File: src/rtl/wwdt_apb.sv
// Window watchdog with APB register port, prescaled down-counter and refresh window.
// Optional early-warning interrupt (EWI/EWIF) is built only when WWDT_EWI_EN is defined.
module wwdt_apb #(
    parameter int unsigned CNT_W    = 7,
    parameter int unsigned PSC_LOG2 = 12
) (
    input  logic        pclk,
    input  logic        preset,
    input  logic [3:0]  paddr,
    input  logic        psel,
    input  logic        penable,
    input  logic        pwrite,
    input  logic [31:0] pwdata,
    output logic [31:0] prdata,
    output logic        pready,
    output logic        pslverr,
    output logic        wdt_rst,
    output logic        wdt_intr
);
    // Wide enough for the largest prescaler period, 2^(PSC_LOG2+3).
    localparam int unsigned PSC_W = PSC_LOG2 + 3;
    localparam logic [CNT_W-1:0] T_HALF = {1'b1, {(CNT_W-1){1'b0}}};

    logic [CNT_W-1:0] t_q, t_d;
    logic [CNT_W-1:0] w_q, w_d;
    logic [PSC_W-1:0] psc_q, psc_d;
    logic [1:0]       wdgtb_q, wdgtb_d;
    logic             wdga_q, wdga_d;
    logic             rstf_q, rstf_d;
    logic             wdt_rst_q, wdt_rst_d;
    logic             ewi_q, ewif_q;

    logic             cr_sel, cfr_sel, sr_sel, wr_en;
    logic             cr_wr, cfr_wr, sr_wr;
    logic [PSC_W-1:0] psc_max;
    logic             tick_raw, tick, trip;
    logic [31:0]      cr_rd, cfr_rd, sr_rd;
    logic             unused_pwdata;

    assign unused_pwdata = ^pwdata;

    always_comb begin
        cr_sel   = (paddr == 4'h0);
        cfr_sel  = (paddr == 4'h4);
        sr_sel   = (paddr == 4'h8);
        wr_en    = psel & penable & pwrite;
        cr_wr    = wr_en & cr_sel;
        cfr_wr   = wr_en & cfr_sel;
        sr_wr    = wr_en & sr_sel;
        psc_max  = (PSC_W'(1) << (PSC_LOG2 + 32'(wdgtb_q))) - PSC_W'(1);
        tick_raw = wdga_q && (psc_q == psc_max);
        // A CR write in the same cycle swallows the tick.
        tick     = tick_raw && !cr_wr;
        trip     = (tick && (t_q == T_HALF))
                 | (cr_wr && wdga_q && (t_q > w_q))
                 | (cr_wr && (wdga_q || pwdata[31]) && !pwdata[CNT_W-1]);
    end

`ifdef WWDT_EWI_EN
    logic ewi_d, ewif_d;

    always_comb begin
        ewi_d  = ewi_q;
        ewif_d = ewif_q;
        if (sr_wr && pwdata[0]) ewif_d = 1'b0;
        if (tick && (t_q == T_HALF + CNT_W'(1))) ewif_d = 1'b1;
        if (cfr_wr) ewi_d = pwdata[24];
        if (trip) begin
            ewi_d  = 1'b0;
            ewif_d = 1'b0;
        end
    end

    always_ff @(posedge pclk or posedge preset) begin
        if (preset) begin
            ewi_q  <= 1'b0;
            ewif_q <= 1'b0;
        end else begin
            ewi_q  <= ewi_d;
            ewif_q <= ewif_d;
        end
    end
`else
    assign ewi_q  = 1'b0;
    assign ewif_q = 1'b0;
`endif

    always_comb begin
        t_d       = t_q;
        w_d       = w_q;
        psc_d     = psc_q;
        wdgtb_d   = wdgtb_q;
        wdga_d    = wdga_q;
        rstf_d    = rstf_q;
        wdt_rst_d = trip;
        if (wdga_q) psc_d = tick_raw ? '0 : psc_q + PSC_W'(1);
        if (tick) t_d = t_q - CNT_W'(1);
        if (sr_wr && pwdata[1]) rstf_d = 1'b0;
        if (cr_wr) begin
            t_d    = pwdata[CNT_W-1:0];
            wdga_d = wdga_q | pwdata[31];
            psc_d  = '0;
        end
        if (cfr_wr) begin
            w_d     = pwdata[CNT_W-1:0];
            wdgtb_d = pwdata[17:16];
        end
        // Trip overrides any concurrent register write.
        if (trip) begin
            t_d     = '0;
            wdga_d  = 1'b0;
            w_d     = '1;
            wdgtb_d = 2'b00;
            psc_d   = '0;
            rstf_d  = 1'b1;
        end
    end

    always_ff @(posedge pclk or posedge preset) begin
        if (preset) begin
            t_q       <= '0;
            w_q       <= '1;
            psc_q     <= '0;
            wdgtb_q   <= 2'b00;
            wdga_q    <= 1'b0;
            rstf_q    <= 1'b0;
            wdt_rst_q <= 1'b0;
        end else begin
            t_q       <= t_d;
            w_q       <= w_d;
            psc_q     <= psc_d;
            wdgtb_q   <= wdgtb_d;
            wdga_q    <= wdga_d;
            rstf_q    <= rstf_d;
            wdt_rst_q <= wdt_rst_d;
        end
    end

    always_comb begin
        cr_rd         = 32'(t_q);
        cr_rd[31]     = wdga_q;
        cfr_rd        = 32'(w_q);
        cfr_rd[17:16] = wdgtb_q;
        cfr_rd[24]    = ewi_q;
        sr_rd         = {30'b0, rstf_q, ewif_q};
        prdata        = 32'b0;
        if (psel && !pwrite) begin
            if (cr_sel)       prdata = cr_rd;
            else if (cfr_sel) prdata = cfr_rd;
            else if (sr_sel)  prdata = sr_rd;
        end
    end

    assign pready   = 1'b1;
    assign pslverr  = psel & penable & ~(cr_sel | cfr_sel | sr_sel);
    assign wdt_rst  = wdt_rst_q;
    assign wdt_intr = ewif_q & ewi_q;

endmodule

File: config.mk
export PLATFORM = sky130hd
export DESIGN_NAME = wwdt_apb
export DESIGN_NICKNAME = d
export VERILOG_FILES = /design/src/rtl/wwdt_apb.sv
export SDC_FILE = /design/constraint.sdc
export NUM_CORES = 1
export LEC_CHECK = 0
export BUFFER_PORTS_ARGS = -buffer_cell sky130_fd_sc_hd__buf_2
export CELL_PAD_IN_SITES_DETAIL_PLACEMENT = 1
export CELL_PAD_IN_SITES_GLOBAL_PLACEMENT = 2
export CORE_MARGIN = 5
export CORE_UTILIZATION = 29
export CTS_CLUSTER_DIAMETER = 100
export DETAILED_ROUTE_END_ITERATION = 10
export PLACE_DENSITY_LB_ADDON = 0.1
export RECOVER_POWER = 50
export SKIP_LAST_GASP = 1
export SLEW_MARGIN = 20
export SYNTH_ARGS = -nofsm -noshare
export SYNTH_HDL_FRONTEND = slang
export SYNTH_SLANG_ARGS = --single-unit
export TNS_END_PERCENT = 20
File: constraint.sdc
create_clock -name pclk -period 3 [get_ports pclk]
set_input_delay 0.6 -clock pclk [delete_from_list [all_inputs] [get_ports pclk]]
set_output_delay 0.6 -clock pclk [all_outputs]
set_load 0.01 [all_outputs]
== Word level (Yosys, flattened, before mapping) ==
Cells that the tools add are included.
Widths: inputs -> output; s select.
Operators by class
  add/subtract/negate cells: 4
  multipliers: 0
  div/mod/pow operators: 0
  order comparisons: 1
  equal/unequal tests: 4
  shift operators: 1
  muxes and demuxes: 19
  bitwise operators: 12
  reductions and logical operators: 19
Operators with widths (count)
  $mux 32: 2
  $mux 15: 4
  $mux 7: 5
  $mux 18: 1
  $add 15x1->15 const B: 1
  $eq 15x15->1: 1
  $shl 1x5->15 const A: 1
  $sub 15x2->15 const B: 1
  $logic_and 1x1->1: 9
  $eq 7x7->1 const B: 1
  $gt 7x7->1: 1
  $sub 7x1->7 const B: 1
  $and 1x1->1: 6
  $mux 2: 3
  $reduce_bool 2->1: 3
  $reduce_bool 3->1: 2
  $add 4x2->5 const A: 1
  $or 1x1->1: 5
  $eq 4x3->1 const B: 1
  $eq 4x4->1 const B: 1
  $logic_not 4->1: 1
  $mux 1: 4
  $logic_not 1->1: 3
  $logic_or 1x1->1: 1
  $not 1->1: 1
Storage, ports and cells
  flip-flop bits (word level): 34
  latch bits: 0
  memory bits (writable): 0
  bits in read-only memories: 0
  bits of input ports: 41
  output and inout port bits: 36
  logic and storage cells: 67
  memories: 0

== Logic depth before layout (Yosys ltp) ==
  depth in word-level cells: 10
  gate-level depth with buffers: 9
  depth with buffers taken out: 7

== Worst setup path before layout ==
No wires, ideal clock.
  kind: register -> register
  start: reg psc_q[0]
  end: reg t_q[4]
  library setup time: 0.099 ns
  data arrival time: 2.254 ns
  data required time: 2.901 ns
  setup slack: 0.646 ns
  cell stages (with the launch flop): 9
  path buffers: 2
  clock period less this slack: 2.354 ns
  cell sequence: dfrtp_1 > ha_1 > nand4_1 > or4_1 > buf_2 > a21o_1 > buf_6 > or3_1 > a311oi_1
On the way
  cells in the longest elaborated chain, start to end: 7
  elaborated cells on any way between the ends: 8
  those cells by class: 1 x eq/ne; 1 x mux; 2 x bitwise; 4 x reduce/logical
RTL lines
  start, declared: RTL line 26  | logic [PSC_W-1:0] psc_q, psc_d;
  start signal, assigned: RTL line 131  | psc_q <= psc_d;
  $eq 15x15->1 *: RTL line 51  | tick_raw = wdga_q && (psc_q == psc_max);
  $logic_and 1x1->1 *: RTL line 51
  $logic_and 1x1->1 *: RTL line 53  | tick = tick_raw && !cr_wr;
  $logic_and 1x1->1: RTL line 54  | trip = (tick && (t_q == T_HALF))
  $or 1x1->1: RTL line 55  | | (cr_wr && wdga_q && (t_q > w_q))
  $or 1x1->1: RTL line 56  | | (cr_wr && (wdga_q || pwdata[31]) && !pwdata[CNT_W-1]);
  $reduce_bool 3->1 (no line) or $mux 7 (tied branches)
  end signal, assigned: RTL line 129  | t_q <= t_d;
  end, declared: RTL line 24  | logic [CNT_W-1:0] t_q, t_d;
Every way passes the cells marked *; elsewhere a longest branch is shown, timed or not.
A chain may end at the register's enable or synchronous reset.

== Final worst setup path ==
  start: reg psc_q[0]
  end: reg t_q[1]
Same word-level chain as after synthesis.

==> results.rst <==
.. list-table::
   :header-rows: 1

   * - Metric
     - Value
   * - Worst path bufs/invs
     - 1
   * - Power density over the cells
     - roughly 510 nW/um^2
   * - Number of buffers created by CTS
     - 5
   * - Root buf cell
     - clkbuf_8
   * - Worst path max stage delay
     - approximately 0.54 ns
   * - CTS clock-pin slew for the worst setup and hold paths
     - roughly 0.070 ns
   * - Proportion of synthesized chip area in sequential cells
     - a little under two fifths
   * - Die Wd
     - a little under 100 um
   * - Measured slew at the worst slew-check pin
     - about 0.94 ns
   * - Synthesis Warnings
     - 0
   * - Grt total ovfl
     - 0
   * - Kind of cell adding the most delay to the critical path
     - compound AO/OA/AOI/OAI gates
   * - Count of TritonRoute iterations in the first routing pass
     - 4
   * - Final Slew Violations
     - 0
   * - Max H-tree Level
     - 2
   * - Number of resized instances in the post-cts repair step
     - 0
   * - Die outline area
     - about 9800 sq um
   * - Max Cap Violations
     - 0
   * - Worst Setup End Kind
     - flip-flop
   * - Boundary Pins
     - just under 80
   * - TritonCTS sink count
     - 34
   * - Fill cell count
     - approximately 970
   * - Xor-xnor portion of the synthesized cell area
     - between 6 and 7%
   * - Max-slew headroom
     - ~37%
   * - Cts hold-fix bufs
     - 0
   * - Final estimated routing congestion in global placement
     - between 0.7 and 0.8
   * - Total area of sequential cells
     - roughly 860 sq um
   * - Number of rows created at floorplan
     - 32
   * - Antenna Nets Post-Route
     - 0
   * - Area growth from synthesis to layout
     - 13.14%
   * - Synth Instances
     - between 200 and 300
   * - Slowest cell on the critical path
     - or4_1
   * - Sum of internal, switching and leakage power
     - between 1 and 1.5 mW
   * - Skew final
     - 0.009134 ns
   * - Pin count of the biggest net entering global routing
     - 19
   * - Layout Utilization
     - between 30% and 40%
   * - Post-route DRC violation count
     - 0
   * - Fmax
     - approximately 400 MHz
   * - Leading cell types by total area after synthesis
     - dfrtp_1 29%, dfstp_2 8.0%, buf_4 7.8%, xnor2_1 5.3%, ha_1 4.9%
   * - Wire length of the first global-routing pass
     - around 11,000 um
   * - Fraction of layout instances using a drive strength above 1
     - 18.30%
   * - Number of antenna violations at the first check in global routing
     - 0
   * - DIE HEIGHT
     - between 90 and 100 um
   * - Iter 0 DRT Violations
     - 26
   * - Tightest Hold Check Type
     - in -> async
   * - Area share of and/or/nand/nor cells after synthesis
     - a little under a quarter
   * - Most frequent standard cell in the layout excluding fill and tap cells
     - nor2_1
   * - Arrival time of the worst setup path
     - 2.72 ns
   * - Routed WL
     - about 6300 um
   * - Clock latency of the later-clocked register in the worst-skew pair
     - slightly below 0.3 ns
   * - Number of distinct library cells after synthesis
     - 45
   * - Proportion of register bits with asynchronous set or reset after synthesis
     - 100.0%
   * - Area share of the leading cell type in the synthesized netlist
     - 29.32%
   * - Routed length per instance
     - about 15 um
   * - Final setup slack of the worst path
     - about 0.44 ns
   * - Post-route minimum period
     - around 2.6 ns
   * - Setup repair after global routing missed its margin
     - false
   * - Peak ir drop on the vdd network
     - about 180 uV
   * - Setup slack of the worst register-to-register path
     - around 0.44 ns
   * - Worst setup SP type
     - flip-flop
   * - Required arrival time at the worst endpoint
     - 3.16 ns
   * - HPWL after detailed placement
     - 4901 um
   * - Via count
     - 2,001
   * - Average size of a mapped cell
     - around 8.6 sq um
   * - Mean number of vias per cell
     - around 5
   * - Status
     - completed
   * - Final Hold Viols
     - 0
   * - Antenna cell count
     - 0
   * - Placement-stage worst setup slack
     - ~0.39 ns
   * - EDFF count, synth
     - 0
   * - Floorplan Core Area
     - slightly below 8000 sq um
   * - Sum of negative setup slack
     - 0 ns
   * - Number of input and output port buffers inserted
     - 30
   * - FF+latch count, synth
     - 34
   * - Starting utilization of the core area
     - between 20% and 30%
   * - Post-Synth Adder-Cell Area
     - 4.886%
   * - Vias in the first global route
     - 2,193
   * - Critical path fanouts, max
     - 11
   * - Critical path class
     - reg -> reg
   * - Ys flop type
     - dfrtp_1
   * - Area of the multi-input gates
     - about 1300 sq um
   * - Ratio of final minimum period to clock period
     - 85.20%
   * - Post-synthesis compound-gate area fraction
     - 15.74%
   * - Layout Nets
     - 355
   * - Overall Global Routing Usage
     - roughly 13%
   * - Commonest cells after routing, fill and taps aside
     - 30 x nor2_1, 27 x buf_2, 27 x dfrtp_1
   * - Setup Viol. Count Final
     - 0
   * - Multiplexer share of the synthesized area
     - 0%
   * - Post-synth design cell area
     - 2305 sq um
   * - Longest Clk Path Bufs
     - 2
   * - CTS tree
     - yes
   * - Cell Chain, Critical Path
     - ha_1, nand4_1, or4_1, a21o_1, o211ai_1, buf_4, a311oi_1
   * - Leak
     - between 1 and 1.5 nW
   * - Post-CTS setup buffer count
     - 0
   * - Biggest area consumer among synthesized cells
     - dfrtp_1
   * - Combinational family with the most area after synthesis
     - simple AND/OR/NAND/NOR gates
==> final timing paths <==
path	endpoint	startpoint	cells after the start
worst max register to register	t_q[1]	psc_q[0]	7
worst min register to register	rstf_q	rstf_q	1
max in group asynchronous	psc_q[1]	preset	3
worst min-delay path	wdt_rst	preset	2
min in group pclk	rstf_q	rstf_q	1
worst max-delay path	t_q[1]	psc_q[0]	7
==> synth_stat cells (3+ instances only) <==
cell type  instances
a211o_1            6
a211oi_1           7
a21oi_1           17
a22oi_1            6
and3_1             4
buf_2              3
buf_4             24
clkbuf_1           6
dfrtp_1           27
dfstp_2            7
ha_1               9
inv_1             11
nand2_1           22
nand2b_1           3
nand3_1            6
nand3b_1           4
nand4_1            8
nor2_1            30
nor3_1             5
nor4_1             7
o21ai_0            7
or3_1              5
xnor2_1           14
xor2_1             3
==> layer usage <==
metal	GRT usage, %	vias up	wire length, um
met4	3.151	0	60
li1	-	971	-
met5	0	-	0
met1	16.79	996	2861
met3	2.875	6	249
met2	23.76	28	3151
==> per-stage QoR <==
| step | cells | hold slack [ns] | instance area, sq um |
|---|---|---|---|
| after CTS | 408 | 0.4672 | 2625 |
| after global placement | 400 | 0.4598 | 2534 |
| after floorplan | 289 | 0.4494 | 2387 |
| after global routing | 408 | 0.5053 | 2608 |
| after detailed placement | 400 | 0.4696 | 2534 |
| final | 408 | 0.4362 | 2608 |
==> report_power, final <==
group / switching, mW / leakage (nW) / total, mW / internal (mW)
registers: 0.0901 / 0.412 / 0.637 / 0.546
logic: 0.190 / 0.708 / 0.334 / 0.145
clock network: 0.179 / 0.0482 / 0.364 / 0.185
total: 0.459 / 1.17 / 1.34 / 0.876
==> cells by family after synthesis <==
family / Yosys count
AO/OA/AOI/OAI: 54
XOR/XNOR: 17
adder cells (fa/ha/maj): 9
buffers and inverters: 45
flip-flops: 34
other: 2
AND/OR/NAND/NOR: 106
==> area by class of cell <==
cell class                      instances  area share [%]
Clock buffer                            7           3.311
Sequential cell                        34           32.97
Clock inverter                          1          0.1919
Inverter                               11           1.583
Timing Repair Buffer                   43           9.069
Tap cell                              102           4.894
Multi-Input combinational cell        210           47.98
==> sequential cells by signal (all words and copies together), names as in the netlist <==
name and cells:
w_q 7, t_q 7, rstf_q 1, psc_q 15
wdga_q 1, wdt_rst 1, wdgtb_q 2
==> worst reg2reg max path: stages (launching register included) <==
cell and delay, ns:
dfrtp_1 0.48, ha_1 0.22, nand4_1 0.17, or4_1 0.55
a21o_1 0.30, o211ai_1 0.42, buf_4 0.24, a311oi_1 0.06
(Power assumes the default switching activity.)
